$ cat src/rtl/mem_access_ctrl_pkg.sv
// ---------------------------------------------------------------------------
// mem_access_ctrl_pkg
//   Shared definitions for the memory-stage access controller: FSM state
//   encodings (2-bit), the default ack timeout, m_wr direction encodings,
//   the timeout counter width and the illegal-access predicate.
// ---------------------------------------------------------------------------
package mem_access_ctrl_pkg;

  typedef logic [1:0] state_t;

  localparam state_t ST_IDLE = 2'd0;
  localparam state_t ST_REQ  = 2'd1;
  localparam state_t ST_WAIT = 2'd2;
  localparam state_t ST_DONE = 2'd3;

  // Default number of WAIT cycles allowed before an access is aborted.
  // Legal range is 2..255 so that TIMEOUT-1 fits the 8-bit counter.
  localparam int unsigned DEF_TIMEOUT = 64;

  localparam int unsigned CNT_W = 8;

  localparam logic MWR_READ  = 1'b0;
  localparam logic MWR_WRITE = 1'b1;

  // An access is illegal when the byte address is odd (all words are
  // 16-bit aligned) or when load and store are requested together.
  function automatic logic is_illegal(input logic addr_lsb,
                                      input logic rd,
                                      input logic wr);
    return addr_lsb | (rd & wr);
  endfunction

endpackage

$ cat src/rtl/mem_access_ctrl_timeout_cnt.sv
// ---------------------------------------------------------------------------
// mem_timeout_cnt
//   8-bit WAIT-cycle counter used to abort accesses whose ack never arrives.
//   Ports:
//     clk  in  clock
//     rst  in  synchronous active-low reset (counter -> 0)
//     clr  in  clear counter (has priority over en)
//     en   in  increment counter
//     hit  out counter equals TIMEOUT-1
// ---------------------------------------------------------------------------
module mem_timeout_cnt
  import mem_access_ctrl_pkg::*;
#(
  parameter int unsigned TIMEOUT = DEF_TIMEOUT
) (
  input  logic clk,
  input  logic rst,
  input  logic clr,
  input  logic en,
  output logic hit
);

  logic [CNT_W-1:0] cnt_q;
  logic [CNT_W-1:0] cnt_d;

  always_comb begin
    cnt_d = cnt_q;
    if (clr) begin
      cnt_d = '0;
    end else if (en) begin
      cnt_d = cnt_q + 1'b1;
    end
  end

  always_ff @(posedge clk) begin
    if (!rst) begin
      cnt_q <= '0;
    end else begin
      cnt_q <= cnt_d;
    end
  end

  assign hit = (cnt_q == CNT_W'(TIMEOUT - 1));

endmodule

$ cat src/rtl/mem_access_ctrl.sv
// ---------------------------------------------------------------------------
// mem_access_ctrl
//   Memory-stage front end. Takes the execute-stage address/store data and
//   MemRead/MemWrite, issues one word access at a time to a variable-latency
//   memory over req/busy/ack, stalls the pipeline while the access is in
//   flight and returns load data to writeback. Odd addresses, read+write
//   together and ack timeouts are reported with a one-cycle err pulse.
//   Ports:
//     clk, rst            clock, synchronous active-low reset
//     ex_valid            execute-stage result valid
//     mem_read, mem_write load / store request
//     addr, wr_data       byte address, store data
//     stall               freeze upstream stages (combinational)
//     rd_data, rd_valid   load data, one-cycle completion pulse
//     err                 one-cycle abort pulse
//     m_req, m_wr         memory request, direction (1 = write)
//     m_addr, m_wdata     registered address / store data
//     m_busy, m_ack       memory back-pressure, completion
//     m_rdata             memory read data (valid with m_ack)
// ---------------------------------------------------------------------------
module mem_access_ctrl
  import mem_access_ctrl_pkg::*;
#(
  parameter int unsigned DATA_W  = 16,
  parameter int unsigned ADDR_W  = 16,
  parameter int unsigned TIMEOUT = DEF_TIMEOUT
) (
  input  logic              clk,
  input  logic              rst,
  input  logic              ex_valid,
  input  logic              mem_read,
  input  logic              mem_write,
  input  logic [ADDR_W-1:0] addr,
  input  logic [DATA_W-1:0] wr_data,
  output logic              stall,
  output logic [DATA_W-1:0] rd_data,
  output logic              rd_valid,
  output logic              err,
  output logic              m_req,
  output logic              m_wr,
  output logic [ADDR_W-1:0] m_addr,
  output logic [DATA_W-1:0] m_wdata,
  input  logic              m_busy,
  input  logic              m_ack,
  input  logic [DATA_W-1:0] m_rdata
);

  state_t            state_q,    state_d;
  logic [ADDR_W-1:0] m_addr_q,   m_addr_d;
  logic [DATA_W-1:0] m_wdata_q,  m_wdata_d;
  logic              m_wr_q,     m_wr_d;
  logic              m_req_q,    m_req_d;
  logic [DATA_W-1:0] rd_data_q,  rd_data_d;
  logic              rd_valid_q, rd_valid_d;
  logic              err_q,      err_d;

  logic request;
  logic illegal;
  logic cnt_clr;
  logic cnt_en;
  logic cnt_hit;

  assign request = ex_valid & (mem_read | mem_write);
  assign illegal = is_illegal(addr[0], mem_read, mem_write);

  mem_timeout_cnt #(
    .TIMEOUT (TIMEOUT)
  ) u_timeout_cnt (
    .clk (clk),
    .rst (rst),
    .clr (cnt_clr),
    .en  (cnt_en),
    .hit (cnt_hit)
  );

  // Next-state, datapath and output decode. rd_valid/err/m_req are
  // registered so they appear in the cycle after the deciding event.
  always_comb begin
    state_d    = state_q;
    m_addr_d   = m_addr_q;
    m_wdata_d  = m_wdata_q;
    m_wr_d     = m_wr_q;
    m_req_d    = 1'b0;
    rd_data_d  = rd_data_q;
    rd_valid_d = 1'b0;
    err_d      = 1'b0;
    stall      = 1'b0;
    cnt_clr    = 1'b0;
    cnt_en     = 1'b0;

    case (state_q)
      ST_IDLE: begin
        // m_ack is deliberately ignored here so a late ack after reset or
        // timeout cannot produce a spurious completion.
        if (request) begin
          if (illegal) begin
            err_d = 1'b1;
          end else begin
            stall     = 1'b1;
            m_addr_d  = addr;
            m_wdata_d = wr_data;
            m_wr_d    = mem_write ? MWR_WRITE : MWR_READ;
            m_req_d   = 1'b1;
            state_d   = ST_REQ;
          end
        end
      end

      ST_REQ: begin
        stall   = 1'b1;
        cnt_clr = 1'b1;
        if (m_busy) begin
          m_req_d = 1'b1;
        end else begin
          state_d = ST_WAIT;
        end
      end

      ST_WAIT: begin
        stall  = 1'b1;
        cnt_en = 1'b1;
        // Ack is checked first so it wins over a timeout in the same cycle.
        if (m_ack) begin
          if (m_wr_q == MWR_READ) begin
            rd_data_d = m_rdata;
          end
          rd_valid_d = 1'b1;
          state_d    = ST_DONE;
        end else if (cnt_hit) begin
          err_d   = 1'b1;
          state_d = ST_IDLE;
        end
      end

      ST_DONE: begin
        state_d = ST_IDLE;
      end

      default: begin
        state_d = ST_IDLE;
      end
    endcase
  end

  always_ff @(posedge clk) begin
    if (!rst) begin
      state_q    <= ST_IDLE;
      m_addr_q   <= '0;
      m_wdata_q  <= '0;
      m_wr_q     <= 1'b0;
      m_req_q    <= 1'b0;
      rd_data_q  <= '0;
      rd_valid_q <= 1'b0;
      err_q      <= 1'b0;
    end else begin
      state_q    <= state_d;
      m_addr_q   <= m_addr_d;
      m_wdata_q  <= m_wdata_d;
      m_wr_q     <= m_wr_d;
      m_req_q    <= m_req_d;
      rd_data_q  <= rd_data_d;
      rd_valid_q <= rd_valid_d;
      err_q      <= err_d;
    end
  end

  assign m_addr   = m_addr_q;
  assign m_wdata  = m_wdata_q;
  assign m_wr     = m_wr_q;
  assign m_req    = m_req_q;
  assign rd_data  = rd_data_q;
  assign rd_valid = rd_valid_q;
  assign err      = err_q;

endmodule

$ cat config.mk
export PLATFORM = sky130hd
export DESIGN_NAME = mem_access_ctrl
export DESIGN_NICKNAME = d
export VERILOG_FILES = /design/src/rtl/mem_access_ctrl_pkg.sv /design/src/rtl/mem_access_ctrl_timeout_cnt.sv /design/src/rtl/mem_access_ctrl.sv
export SDC_FILE = /design/constraint.sdc
export NUM_CORES = 1
export LEC_CHECK = 0
export CORE_MARGIN = 2
export CORE_UTILIZATION = 30
export CTS_CLUSTER_SIZE = 14
export DETAILED_ROUTE_END_ITERATION = 10
export PLACE_DENSITY_LB_ADDON = 0.25
export SLEW_MARGIN = 10
export SYNTH_ARGS = -nofsm -noshare
export SYNTH_HDL_FRONTEND = slang
export SYNTH_SLANG_ARGS = --single-unit
$ cat constraint.sdc
create_clock -name clk -period 3.41 [get_ports clk]
set_clock_uncertainty 0.05 [all_clocks]
set_input_delay 0.8525 -clock clk [delete_from_list [all_inputs] [get_ports clk]]
set_output_delay 0.8525 -clock clk [all_outputs]
set_load 0.01 [all_outputs]
==> results.rst <==
.. list-table::
   :header-rows: 1

   * - Metric
     - Value
   * - Largest net degree at the start of global routing
     - 33
   * - Cell count after placement
     - 485
   * - Bufs on Longest Clock Path
     - 2
   * - Wire length of the first global-routing pass
     - 9625 microns
   * - Slew Limit Headroom
     - 43.61%
   * - Most common cell after layout, fill and taps aside
     - sky130_fd_sc_hd__clkdlybuf4s50_1
   * - Crit Path Class
     - input pin to primary output
   * - Most frequent CP cell
     - sky130_fd_sc_hd__nor2_1
   * - Routed wire length
     - 5917 microns
   * - Post-Place Worst Slack
     - 0.1183 ns
   * - Core footprint
     - 7767 sq um
   * - Average cell area after synthesis
     - 8.330 sq um
   * - DPL Wire Length
     - 4223 microns
   * - Post-route standard cell area excluding fillers
     - 3737 sq um
   * - Area Overhead vs Synth
     - 55.25%
   * - Total nets after synthesis
     - 349
   * - Antenna Cells
     - 0
   * - Number of standard-cell rows in the floorplan
     - 32
   * - Die width
     - 93.58 microns
   * - First-pass detailed-route iteration total
     - 4
   * - Fill cell total of the finished layout
     - 779
   * - Clock-pin slew on the worst setup and hold paths
     - 0.06 ns
   * - Power Density
     - 459.8 nW/um^2
   * - Unrepaired setup endpoints after global routing
     - false
   * - Y dimension of the die
     - 93.58 microns
   * - Static Leakage
     - 1.315 nW
   * - Overflow left after global routing
     - 0
   * - Number of antenna violations at the first check in global routing
     - 0
   * - Run status
     - completed
   * - Average wire length per cell after detail routing
     - 11.86 microns
   * - Number of levels the H-tree was split into
     - 3
   * - Global-route usage over all layers
     - 14.04%
   * - Die area
     - 8757 sq um
   * - Synth warn
     - 0
   * - Min-delay worst type
     - flip-flop to flip-flop
   * - Effective utilization at floorplan
     - 30.99%
   * - CP Capture Type
     - primary output
   * - Filler-free cell count of the finished design
     - 499
   * - CTS tree
     - done
   * - Layout cells sized above 1
     - 4.786%
   * - Worst path required time
     - 2.51 ns
   * - Fmax
     - 340.6 MHz
   * - Most frequent cells in the layout
     - sky130_fd_sc_hd__clkdlybuf4s50_1 (106), sky130_fd_sc_hd__nand2_1 (103), sky130_fd_sc_hd__dfxtp_1 (62), sky130_fd_sc_hd__a21oi_1 (27), sky130_fd_sc_hd__a21boi_0 (15)
   * - Final ANT Viol Nets
     - 0
   * - Crit path max-delay cell type
     - sky130_fd_sc_hd__clkdlybuf4s50_1
   * - Kind of start point of the critical path
     - input pin
   * - Register area share after synthesis
     - 51.56%
   * - Routability Congestion
     - 0.7623
   * - Area of the multi-input gates
     - 1067 sq um
   * - Post-synthesis cell count
     - 289
   * - Area used by sequential logic in the layout
     - 1241 sq um
   * - Count of input and output buffers
     - 107
   * - Vias after detailed routing
     - 2208
   * - Post-Synthesis Cell Area
     - 2407 sq um
   * - TritonCTS buffer count
     - 9
   * - Share of the cycle needed by the critical path after routing
     - 86.10%
   * - Cell class contributing the biggest share of worst-path delay
     - buffers and inverters
   * - Cell-by-cell listing of the critical path
     - clkdlybuf4s50_1, xnor2_1, nor3_4, nor2_1, nor2_1, dlymetal6s2s_1
   * - Master cell of the clock root buffer
     - sky130_fd_sc_hd__clkbuf_8
   * - Worst endpoint data arrival time
     - 2.03 ns
   * - Least setup slack across all paths after layout
     - 0.4739 ns
   * - Post CTS Setup Buffer Count
     - 0
   * - Synth Register Bits
     - 62
   * - Slowest stage delay, CP
     - 0.45 ns
   * - Final TNS setup
     - 0 ns
   * - Boundary pin count
     - 108
   * - Worst skew pair latency
     - 0.32 ns
   * - Worst IR Drop VDD
     - 0.2562 mV
   * - Buffer and inverter count on the worst path
     - 2
   * - Clk sinks
     - 62
   * - Count of different cell masters after synthesis
     - 29
   * - Shortest clock period the worst path allows after layout
     - 2.936 ns
   * - Post-layout net count
     - 454
   * - Maximum fanout encountered on the critical timing path
     - 3
   * - Via/cell ratio
     - 4.425
   * - Residual DRC
     - 0
   * - Placed standard-cell area
     - 3561 sq um
   * - Number of maximum-capacitance constraint violations
     - 0
   * - Final hold violation count
     - 0
   * - Transition at the pin with the smallest max-transition slack
     - 0.8450 ns
   * - Count of final max-slew check failures
     - 0
   * - Violation count after the first detailed-route iteration
     - 57
   * - Number of global-route vias before repair
     - 2044
   * - Final number of setup-violating endpoints
     - 0
==> worst paths after layout <==
kind | startpoint | end | cells after the start | slack (ns)
hold / removal | m_wdata[7] | m_wdata[7] | 2 | 0.40
hold reg to reg | m_wdata[7] | m_wdata[7] | 2 | 0.40
setup reg to reg | state_q[1] | m_addr[5] | 7 | 1.48
setup / recovery | mem_write | stall | 6 | 0.47
==> where the power goes <==
part / leakage [nW] / total [W] / internal, W / switching [W]
Clock: 0.0914 / 0.000565 / 0.000314 / 0.000250
Combinational: 0.722 / 0.000360 / 0.000190 / 0.000169
Sequential: 0.502 / 0.000794 / 0.000769 / 0.0000256
Total: 1.31 / 0.00172 / 0.00127 / 0.000445
==> per-layer routing <==
metal  vias to the layer above  wire (microns)  track usage [%]
met3                         7             381            5.560
met2                        59            2782            23.38
met1                       992            2669            16.72
met5                         -               0                0
met4                         0              83            4.106
li1                       1150               -                -
==> timing repair <==
| action | CTS | global route |
|---|---|---|
| gates resized for setup | 0 | 1 |
| hold buffers | 0 | 0 |
| endpoints found under the setup margin | 0 | 1 |
| hold endpoints to repair | 0 | 0 |
==> worst reg2reg max path: cells and delay by family (launching register included) <==
kind,cells,cell delay [ns]
and+or+nand+nor,3,0.79
buffers and inverters,2,0.37
DFF,1,0.35
adders and majority gates,1,0.18
AOI/OAI and AO/OA,1,0.06
==> final cells by class <==
class / count / area share, %
flip-flops and latches: 62 / 33.21
multi-input cells: 207 / 28.56
inverters: 3 / 0.3013
well taps: 102 / 3.415
repair buffers: 111 / 29.86
clock buffers: 13 / 4.520
clock inverters: 1 / 0.1339
==> stage by stage <==
stage / power [W] / hold slack (ns) / utilization [%]
6_report: 0.001718 / 0.3997 / 48.12
5_1_grt: 0.001830 / 0.4263 / 48.12
4_1_cts: 0.001755 / 0.4035 / 48.08
3_5_place_dp: 0.001176 / 0.3946 / 45.84
3_3_place_gp: 0.001174 / 0.3915 / 45.84
2_1_floorplan: 0.0009895 / 0.4165 / -
==> cell usage after synthesis <==
cell | n | share of area, %
sky130_fd_sc_hd__mux2i_1 | 1 | 0.42
sky130_fd_sc_hd__clkbuf_1 | 9 | 1.4
sky130_fd_sc_hd__nor3_4 | 1 | 0.68
sky130_fd_sc_hd__a41o_1 | 1 | 0.42
sky130_fd_sc_hd__xnor2_1 | 3 | 1.1
sky130_fd_sc_hd__dfxtp_1 | 62 | 52
sky130_fd_sc_hd__nand2_1 | 103 | 16
sky130_fd_sc_hd__a21boi_1 | 11 | 3.4
sky130_fd_sc_hd__ha_1 | 5 | 2.6
sky130_fd_sc_hd__nand4bb_1 | 1 | 0.47
sky130_fd_sc_hd__a211oi_1 | 1 | 0.31
sky130_fd_sc_hd__nand4_1 | 2 | 0.52
sky130_fd_sc_hd__buf_6 | 1 | 0.47
sky130_fd_sc_hd__and4b_1 | 1 | 0.42
sky130_fd_sc_hd__nand2b_1 | 2 | 0.52
sky130_fd_sc_hd__buf_2 | 4 | 0.83
sky130_fd_sc_hd__a21oi_1 | 27 | 5.6
sky130_fd_sc_hd__or3_1 | 3 | 0.78
sky130_fd_sc_hd__nand3_1 | 5 | 1.0
sky130_fd_sc_hd__or2_2 | 1 | 0.26
sky130_fd_sc_hd__and3_1 | 2 | 0.52
sky130_fd_sc_hd__o21ai_0 | 6 | 1.2
sky130_fd_sc_hd__a21boi_0 | 15 | 4.7
sky130_fd_sc_hd__nor3_1 | 1 | 0.21
sky130_fd_sc_hd__nor2_1 | 11 | 1.7
sky130_fd_sc_hd__inv_1 | 3 | 0.47
sky130_fd_sc_hd__buf_4 | 3 | 0.94
sky130_fd_sc_hd__nor2b_1 | 1 | 0.26
sky130_fd_sc_hd__xor2_1 | 3 | 1.1
==> logic make-up (layout without fill, tap and decap cells) <==
kind of cell,count (synthesis),after routing,share of synthesized area (%)
mux,1,1,0.4158
fa+ha+maj,5,5,2.599
flops,62,62,51.56
simple gates,134,134,23.44
compound gates,61,61,15.70
buf+inv,20,128,4.106
xor+xnor,6,6,2.183
==> state kept, by name, indices dropped and copies added, names as in the netlist <==
register / count
m_wdata: 16
state_q: 2
err: 1
m_addr: 16
m_req: 1
u_timeout_cnt.cnt_q: 8
m_wr: 1
rd_valid: 1
rd_data: 16
No activity file was read; power rests on OpenSTA's default activity.
